[config.mk]
export PLATFORM = sky130hd
export DESIGN_NAME = d_mem_dma
export DESIGN_NICKNAME = d
export VERILOG_FILES = /design/src/rtl/d_mem_dma_pkg.sv /design/src/rtl/d_mem_dma.sv
export SDC_FILE = /design/constraint.sdc
export NUM_CORES = 1
export LEC_CHECK = 0
export BUFFER_PORTS_ARGS = -buffer_cell sky130_fd_sc_hd__buf_2
export CAP_MARGIN = 20
export CELL_PAD_IN_SITES_DETAIL_PLACEMENT = 2
export CELL_PAD_IN_SITES_GLOBAL_PLACEMENT = 2
export CORE_UTILIZATION = 34
export CTS_CLUSTER_SIZE = 40
export DETAILED_ROUTE_END_ITERATION = 8
export PLACE_DENSITY_LB_ADDON = 0.1
export SLEW_MARGIN = 20
export SYNTH_ARGS = -nofsm -noshare
export SYNTH_HDL_FRONTEND = slang
export SYNTH_SLANG_ARGS = --single-unit
[constraint.sdc]
create_clock -name clk -period 6.38 [get_ports clk]
set_clock_uncertainty 0.1 [all_clocks]
set_input_delay 0.957 -clock clk [delete_from_list [all_inputs] [get_ports clk]]
set_output_delay 0.957 -clock clk [all_outputs]
set_load 0.02 [all_outputs]
[src/rtl/d_mem_dma_pkg.sv]
// rtl/d_mem_dma_pkg.sv - shared encodings and widths for the data-memory DMA engine
package d_mem_dma_pkg;

   localparam int MEM_AW = 8;
   localparam int MEM_DW = 16;

   typedef enum logic [1:0] {
      OP_FILL = 2'b00,
      OP_COPY = 2'b01,
      OP_SUM  = 2'b10,
      OP_RSVD = 2'b11
   } op_t;

   typedef enum logic [2:0] {
      S_IDLE,
      S_FILL,
      S_COPY_RD,
      S_COPY_WR,
      S_SUM,
      S_FIN
   } state_t;

endpackage

[src/rtl/d_mem_dma.sv]
// rtl/d_mem_dma.sv - block fill/copy/checksum engine that owns the data-memory port while busy
module d_mem_dma
   import d_mem_dma_pkg::*;
#(
   parameter int AW = MEM_AW,
   parameter int DW = MEM_DW
) (
   input  logic          clk,
   input  logic          rst,
   input  logic          start,
   input  logic [1:0]    op,
   input  logic [AW-1:0] src_addr,
   input  logic [AW-1:0] dst_addr,
   input  logic [AW:0]   len,
   input  logic [DW-1:0] fill_data,
   output logic          busy,
   output logic          done,
   output logic          err,
   output logic [DW-1:0] result,
   output logic [AW-1:0] mem_addr,
   output logic          mem_we,
   output logic [DW-1:0] mem_wdata,
   input  logic [DW-1:0] mem_rdata
);

   localparam logic [AW:0] ONE = (AW+1)'(1);

   state_t        state, ns;
   op_t           op_q, c_op;
   logic [AW-1:0] src_q, dst_q, c_src, c_dst;
   logic [AW:0]   len_q, c_len, idx, nidx;
   logic [DW-1:0] fill_q, c_fill, hold, hold_n, acc, acc_n;
   logic          last;

   logic          busy_n, done_n, err_n, we_n;
   logic [AW-1:0] addr_n;
   logic [DW-1:0] wdata_n, result_n;

   // While IDLE the command is still on the inputs; afterwards only the latched copy counts.
   always_comb begin
      if (state == S_IDLE) begin
         c_op   = op_t'(op);
         c_src  = src_addr;
         c_dst  = dst_addr;
         c_len  = len;
         c_fill = fill_data;
      end else begin
         c_op   = op_q;
         c_src  = src_q;
         c_dst  = dst_q;
         c_len  = len_q;
         c_fill = fill_q;
      end
   end

   assign last = (idx + ONE) == c_len;

   always_ff @(posedge clk) begin
      if (rst) begin
         state     <= S_IDLE;
         op_q      <= OP_FILL;
         src_q     <= '0;
         dst_q     <= '0;
         len_q     <= '0;
         fill_q    <= '0;
         idx       <= '0;
         hold      <= '0;
         acc       <= '0;
         busy      <= 1'b0;
         done      <= 1'b0;
         err       <= 1'b0;
         mem_we    <= 1'b0;
         mem_addr  <= '0;
         mem_wdata <= '0;
         result    <= '0;
      end else begin
         state <= ns;
         idx   <= nidx;
         hold  <= hold_n;
         acc   <= acc_n;
         if (state == S_IDLE && start) begin
            op_q   <= c_op;
            src_q  <= c_src;
            dst_q  <= c_dst;
            len_q  <= c_len;
            fill_q <= c_fill;
         end
         busy      <= busy_n;
         done      <= done_n;
         err       <= err_n;
         mem_we    <= we_n;
         mem_addr  <= addr_n;
         mem_wdata <= wdata_n;
         result    <= result_n;
      end
   end

   always_comb begin
      ns     = state;
      nidx   = idx;
      hold_n = hold;
      acc_n  = acc;
      case (state)
         S_IDLE: begin
            if (start) begin
               nidx  = '0;
               acc_n = '0;
               if (c_len == '0 || c_op == OP_RSVD) ns = S_FIN;
               else if (c_op == OP_FILL)           ns = S_FILL;
               else if (c_op == OP_COPY)           ns = S_COPY_RD;
               else                                ns = S_SUM;
            end
         end
         S_FILL: begin
            if (last) ns = S_FIN;
            else      nidx = idx + ONE;
         end
         S_COPY_RD: begin
            ns     = S_COPY_WR;
            hold_n = mem_rdata;
         end
         S_COPY_WR: begin
            if (last) ns = S_FIN;
            else begin
               ns   = S_COPY_RD;
               nidx = idx + ONE;
            end
         end
         S_SUM: begin
            acc_n = acc + mem_rdata;
            if (last) ns = S_FIN;
            else      nidx = idx + ONE;
         end
         default: ns = S_IDLE;
      endcase
   end

   // Outputs are computed for the state being entered so they can be registered.
   always_comb begin
      busy_n   = 1'b0;
      done_n   = 1'b0;
      err_n    = 1'b0;
      we_n     = 1'b0;
      addr_n   = '0;
      wdata_n  = '0;
      result_n = result;
      case (ns)
         S_FILL: begin
            busy_n  = 1'b1;
            we_n    = 1'b1;
            addr_n  = c_dst + nidx[AW-1:0];
            wdata_n = c_fill;
         end
         S_COPY_RD: begin
            busy_n = 1'b1;
            addr_n = c_src + nidx[AW-1:0];
         end
         S_COPY_WR: begin
            busy_n  = 1'b1;
            we_n    = 1'b1;
            addr_n  = c_dst + nidx[AW-1:0];
            wdata_n = hold_n;
         end
         S_SUM: begin
            busy_n = 1'b1;
            addr_n = c_src + nidx[AW-1:0];
         end
         S_FIN: begin
            done_n = 1'b1;
            err_n  = (state == S_IDLE) && (c_op == OP_RSVD);
            if (state == S_SUM) result_n = acc_n;
         end
         default: ;
      endcase
   end

endmodule

---- Word-level counts from Yosys, hierarchy flattened ----
Cells that the tools add are included.
Widths: inputs -> output; s select.
storage, ports and cells
  register bits after elaboration ......... 131
  input port bits ......................... 62
  output and inout bits ................... 44
  logic and storage cells ................. 74
operators by class
  equal/unequal tests ..................... 14
  reduce and logical (&&, ||, !) cells .... 15
  multiplexer cells ....................... 23
  add/sub/neg operators ................... 4
  bitwise logic cells ..................... 1
operators by type and width
  operator             number
  $pmux 16 s2          2
  $mux 16              3
  $mux 9               3
  $mux 3               6
  $pmux 9 s2           1
  $add 16x16->16       1
  $add 8x8->8          2
  $mux 8               2
  $pmux 8 s2           1
  $eq 3x2->1 const B   4
  $pmux 3 s4           1
  $add 9x1->9 const B  1
  $eq 3x3->1 const B   3
  $eq 9x9->1           1
  $logic_not 9->1      1
  $reduce_or 2->1      4
  $eq 3x1->1 const B   2
  $ne 2x2->1 const B   2
  $reduce_or 4->1      1
  $logic_not 3->1      1
  $mux 1               3
  $reduce_and 3->1     1
  $reduce_or 3->1      1
  $eq 2x1->1 const B   1
  8 further kinds      9

---- Longest topological paths before layout ----
  depth after elaboration ................. 11
  depth in mapped cells ................... 21
  mapped depth without buffers ............ 20

---- Worst setup path before layout ----
Ideal clock, no wire load.
  path kind ............................... input to register
  start point ............................. input port len[1]
  end point ............................... register mem_addr[7]
  buffers on the path ..................... 1
  stages .................................. 19
  required time ........................... 6208 ps
  setup time .............................. 72 ps
  arrival time ............................ 4815 ps
  slack ................................... 1393 ps
  cell sequence ........................... nor4b_1 > o21a_1 > o211ai_1 > or4b_4 > nor3_4 > mux2i_1 > nand2b_1 > buf_6 > mux4_2 > ha_1 > a21o_1 > a21oi_1 > o21bai_1 > a21oi_1 > o21bai_1 > a21o_1 > o21a_1 > a2111o_1 > mux2i_1
between the ends
  longest elaborated chain between the ends .. 9
  elaborated cells between the ends (all ways) .. 20
  classes of those cells .................. add/sub: 2; eq/ne: 5; mux: 9; reduce/logical: 4
RTL lines
  what                                                                 line              text
  start: declaration                                                   d_mem_dma.sv:14   input logic [AW:0] len,
  $mux 9 (*)                                                           d_mem_dma.sv:41   if (state == S_IDLE) begin
  parallel branches: the longest is 7 deep, another holds $add 8x8->8  -
  $pmux 8 s2 (*)                                                       d_mem_dma.sv:147  case (ns)
  end signal: assignment                                               d_mem_dma.sv:92   mem_addr <= addr_n;
  end: declaration                                                     d_mem_dma.sv:20   output logic [AW-1:0] mem_addr,
Mark *: on every way between the ends. The select of a mux whose other input is x is not followed.
A chain may end at the register's enable or synchronous reset.

---- Worst setup path after layout ----
  start point ............................. register state[1]
  end point ............................... register mem_addr[7]
between the ends
  longest elaborated chain between the ends .. 11
  elaborated cells between the ends (all ways) .. 35
  classes of those cells .................. add/sub: 2; eq/ne: 11; mux: 14; reduce/logical: 8
RTL lines
  what                                                                  line              text
  start: declaration                                                    d_mem_dma.sv:28   state_t state, ns;
  start signal: assignment                                              d_mem_dma.sv:77   state <= ns;
  parallel branches: the longest is 10 deep, another holds $add 8x8->8  -
  $pmux 8 s2 (*)                                                        d_mem_dma.sv:147
Marks and branches as above.

==> results.yml <==
flow_run:
  drv_cap: 0
clocking:
  clk_pin_slew_ns: 0.06
  root_buffer: "clkbuf_16"
  cts_setup_buffers: 0
  clk_path_buf_depth: 2
  clock_latency_ns: 0.43
  cts_hold_buf: 0
  post_cts_resized: 0
  cts_tree: "built"
  cts_sinks: 130
  cts-htree-levels: 4
  numCtsBuffers: 17
critical_path:
  cp_top_family: "simple AND/OR/NAND/NOR gates"
  r2r.worst_path.cells: 18
  crit_required_ns: 6.63
  r2r_start: "state[1]"
  criticalPathCategory: "reg -> reg"
  end_kind: "flop"
  cpMaxStageDelayCell: "nor3_4"
  r2r-end: "mem_addr[7]"
  max_stage_delay_ns: 0.68
  crit_arrival_ns: 5.95
  cp_max_fo: 13
  r2r_slack_ns: 0.68
  critPathBufInv: 1
  crit_path_start_kind: "flop"
  crit_chain: "nor3_4, mux2_2, xnor3_1, or4b_4, nor3_4, mux2i_1, nand2b_1, buf_4, mux4_2, ha_1, a21oi_1, o21bai_1, a21oi_1, o21bai_1, a21o_1, o21a_1, a2111o_1, mux2i_1"
power_and_ir_drop:
  pwr-share-comb_pct: 36.8
  sw_frac_of_total_pct: 38.4
  pwr-share-clk_pct: 30.5
  leakagePower_nw: 3.22
  p_int_w: 0.00191
  p_switching_w: 0.00119
  power_density_nw_per_um2: 406
  pwr-share-seq_pct: 32.7
  ir_worst_vdd_mv: 0.187
finish:
  nFillCells: 2014
  drive_gt1_share_pct: 19.9
  final_core_util_pct: 42.1
  nNetsFinal: 914
  multi_input_area_um2: 3550
  regArea_um2: 2600
  area_growth_pct: 20.5
  layout_common_cells: "nand2_1, dfxtp_1, buf_2"
  final_common_cell: "nand2_1"
drt:
  viasPerCell: 5.43
  wire_per_inst_um: 19.8
  first_iter_violations: 258
  drt-total-wl_um: 21200
  route.detailed.drc: 24
  vias: 5812
  dr.pass1.iters: 6
  ant_nets: 0
global_routing:
  grt_pass1_wl_um: 34100
  grt_pass1_vias: 6395
  grt_max_degree: 66
  grt_usage_pct: 23.0
  antenna_found_initial: 0
  gr-total-overflow: 0
placed_design:
  gp_congestion: 0.883
  port_buffers: 105
  dp_hpwl_um: 15500
floorplanning:
  num_rows: 49
  die_h_um: 138
  start_util_pct: 35.0
  dieArea_um2: 19200
  core_area_um2: 18100
  ioPinCount: 106
  die_x_um: 138
min_path:
  hold_start: "fill_q[13]"
  hp-class: "reg -> reg"
  min_to: "fill_q[13]"
  holdPathStages: 2
sta:
  rsz0062_at_grt: "no"
  worstMarginPinSlew_ns: 0.915
  finalMaxSlewViolations: 0
  setup_viol: 0
  fmax_mhz: 175
  fin_tns_setup_ns: 0
  slew_headroom_pct: 38.8
  finalCriticalPeriod_ns: 5.70
  hold_viol_final: 0
  worst_hold_slack_ns: 0.358
  period_share_pct: 89.4
synthesis:
  synth_warnings: 0
  synth_cells: 733
  synth-seq-area-share_pct: 41.1
  synth_edf_count: 0
  synth.avg_cell_area_um2: 8.63
  synthArstFlopShare_pct: 0
  synth_nets: 820
  synth_seq_cells: 130
  ys_types: 57
  synthFlopType: "dfxtp_1"
  syn_area_um2: 6330
status:
  status: "finished, violations left"
  violations: "design-rule violations"
final cells by class:
type / count / area share (%)
Multi-Input combinational cell: 555 / 46.5
Inverter: 9 / 0.443
Clock inverter: 13 / 1.64
Clock buffer: 19 / 5.68
Antenna cell: 1 / 0.0328
Tap cell: 229 / 3.76
Timing Repair Buffer: 114 / 7.78
Sequential cell: 130 / 34.1
power groups by stage:
stage | logic [W] | registers [W] | clock network, W
final | 0.00114 | 0.00101 | 0.000944
after global routing | 0.00125 | 0.00102 | 0.00100
after CTS | 0.00116 | 0.00101 | 0.000968
after detailed placement | 0.00114 | 0.00103 | 0
after global placement | 0.00110 | 0.00102 | 0
after floorplan | 0.000761 | 0.00106 | 0
cell usage after synthesis (2+ instances only):
| library cell | number | area [µm²] |
|---|---|---|
| nor3_1 | 15 | 75.1 |
| a22oi_1 | 15 | 113 |
| o21a_1 | 5 | 37.5 |
| nor4_1 | 4 | 25.0 |
| inv_1 | 9 | 33.8 |
| xnor3_1 | 3 | 67.6 |
| nand2_1 | 147 | 552 |
| nor2_1 | 54 | 203 |
| o21ai_1 | 2 | 10.0 |
| mux2_2 | 2 | 22.5 |
| buf_1 | 3 | 11.3 |
| o2bb2ai_1 | 16 | 140 |
| o21ai_0 | 18 | 90.1 |
| nor4b_1 | 4 | 35.0 |
| xor2_1 | 11 | 96.3 |
| mux2i_1 | 23 | 230 |
| o31ai_1 | 3 | 22.5 |
| ha_1 | 23 | 288 |
| a211oi_1 | 17 | 128 |
| clkbuf_1 | 31 | 116 |
| fa_1 | 2 | 40.0 |
| nand3_1 | 12 | 60.1 |
| nand2b_1 | 6 | 37.5 |
| or3_1 | 9 | 56.3 |
| a21oi_1 | 81 | 405 |
| o21bai_1 | 4 | 30.0 |
| a22o_1 | 3 | 26.3 |
| dfxtp_1 | 130 | 2600 |
| o31a_1 | 3 | 26.3 |
| a21o_1 | 7 | 52.6 |
| xnor2_1 | 14 | 123 |
| mux4_2 | 8 | 180 |
| and2_1 | 18 | 113 |
| and4_1 | 2 | 17.5 |
| and3_1 | 2 | 12.5 |
| nor3_4 | 2 | 32.5 |
| nand4_1 | 2 | 12.5 |
| buf_2 | 4 | 20.0 |
stage by stage:
step,cell area (µm²),power [W],setup WS (ns),std cells
2_1_floorplan,6330,0.00182,1.39,733
3_3_place_gp,7060,0.00212,0.913,1037
3_5_place_dp,7060,0.00217,0.644,1037
4_1_cts,7620,0.00314,0.651,1069
5_1_grt,7620,0.00328,0.283,1069
6_report,7620,0.00309,0.679,1070
sequential cells by signal (all words and copies together), names as in the netlist, 3 cells and up:
signal	count
mem_wdata	16
acc	16
idx	9
state	3
fill_q	16
hold	16
result	16
dst_q	8
mem_addr	8
len_q	9
src_q	8
worst reg2reg max path: cells and delay by family, from the launching register on:
| family | cells | cell delay, ns |
|---|---|---|
| compound gates | 7 | 1.30 |
| xor+xnor | 1 | 0.32 |
| fa+ha+maj | 1 | 0.35 |
| buf+inv | 1 | 0.22 |
| flops | 1 | 0.46 |
| mux | 4 | 1.24 |
| simple gates | 4 | 1.63 |
per-layer routing:
metal / global-route usage, % / share of wire, % / wire length, µm / up-vias
li1: - / - / - / 2786
met1: 24.5 / 40 / 8390 / 2884
met2: 43.5 / 54 / 11500 / 103
met3: 4.68 / 3.4 / 714 / 39
met4: 10.1 / 2.8 / 588 / 0
met5: 0 / 0 / 0 / -
worst max path at each step:
stage	startpoint	endpoint	slack (ns)	cells past startpoint
finish	state[1]	mem_addr[7]	0.68	18
global route	state[0]	mem_addr[7]	0.28	18
CTS	state[0]	mem_addr[7]	0.65	18
detailed placement	state[0]	mem_addr[7]	0.64	18
global placement	state[1]	mem_addr[7]	0.91	18
floorplan	len[1]	mem_addr[7]	1.39	19
logic make-up (layout without fill, tap and decap cells):
family / after synthesis / in the layout / synth area share (%)
simple gates: 282 / 282 / 20.3
compound gates: 187 / 187 / 19.0
flops: 130 / 130 / 41.1
buf+inv: 48 / 155 / 3.05
mux: 33 / 33 / 6.84
xor+xnor: 28 / 28 / 4.53
fa+ha+maj: 25 / 25 / 5.18
other cells: 0 / 1 / 0
No activity file was read; power rests on OpenSTA's default activity.
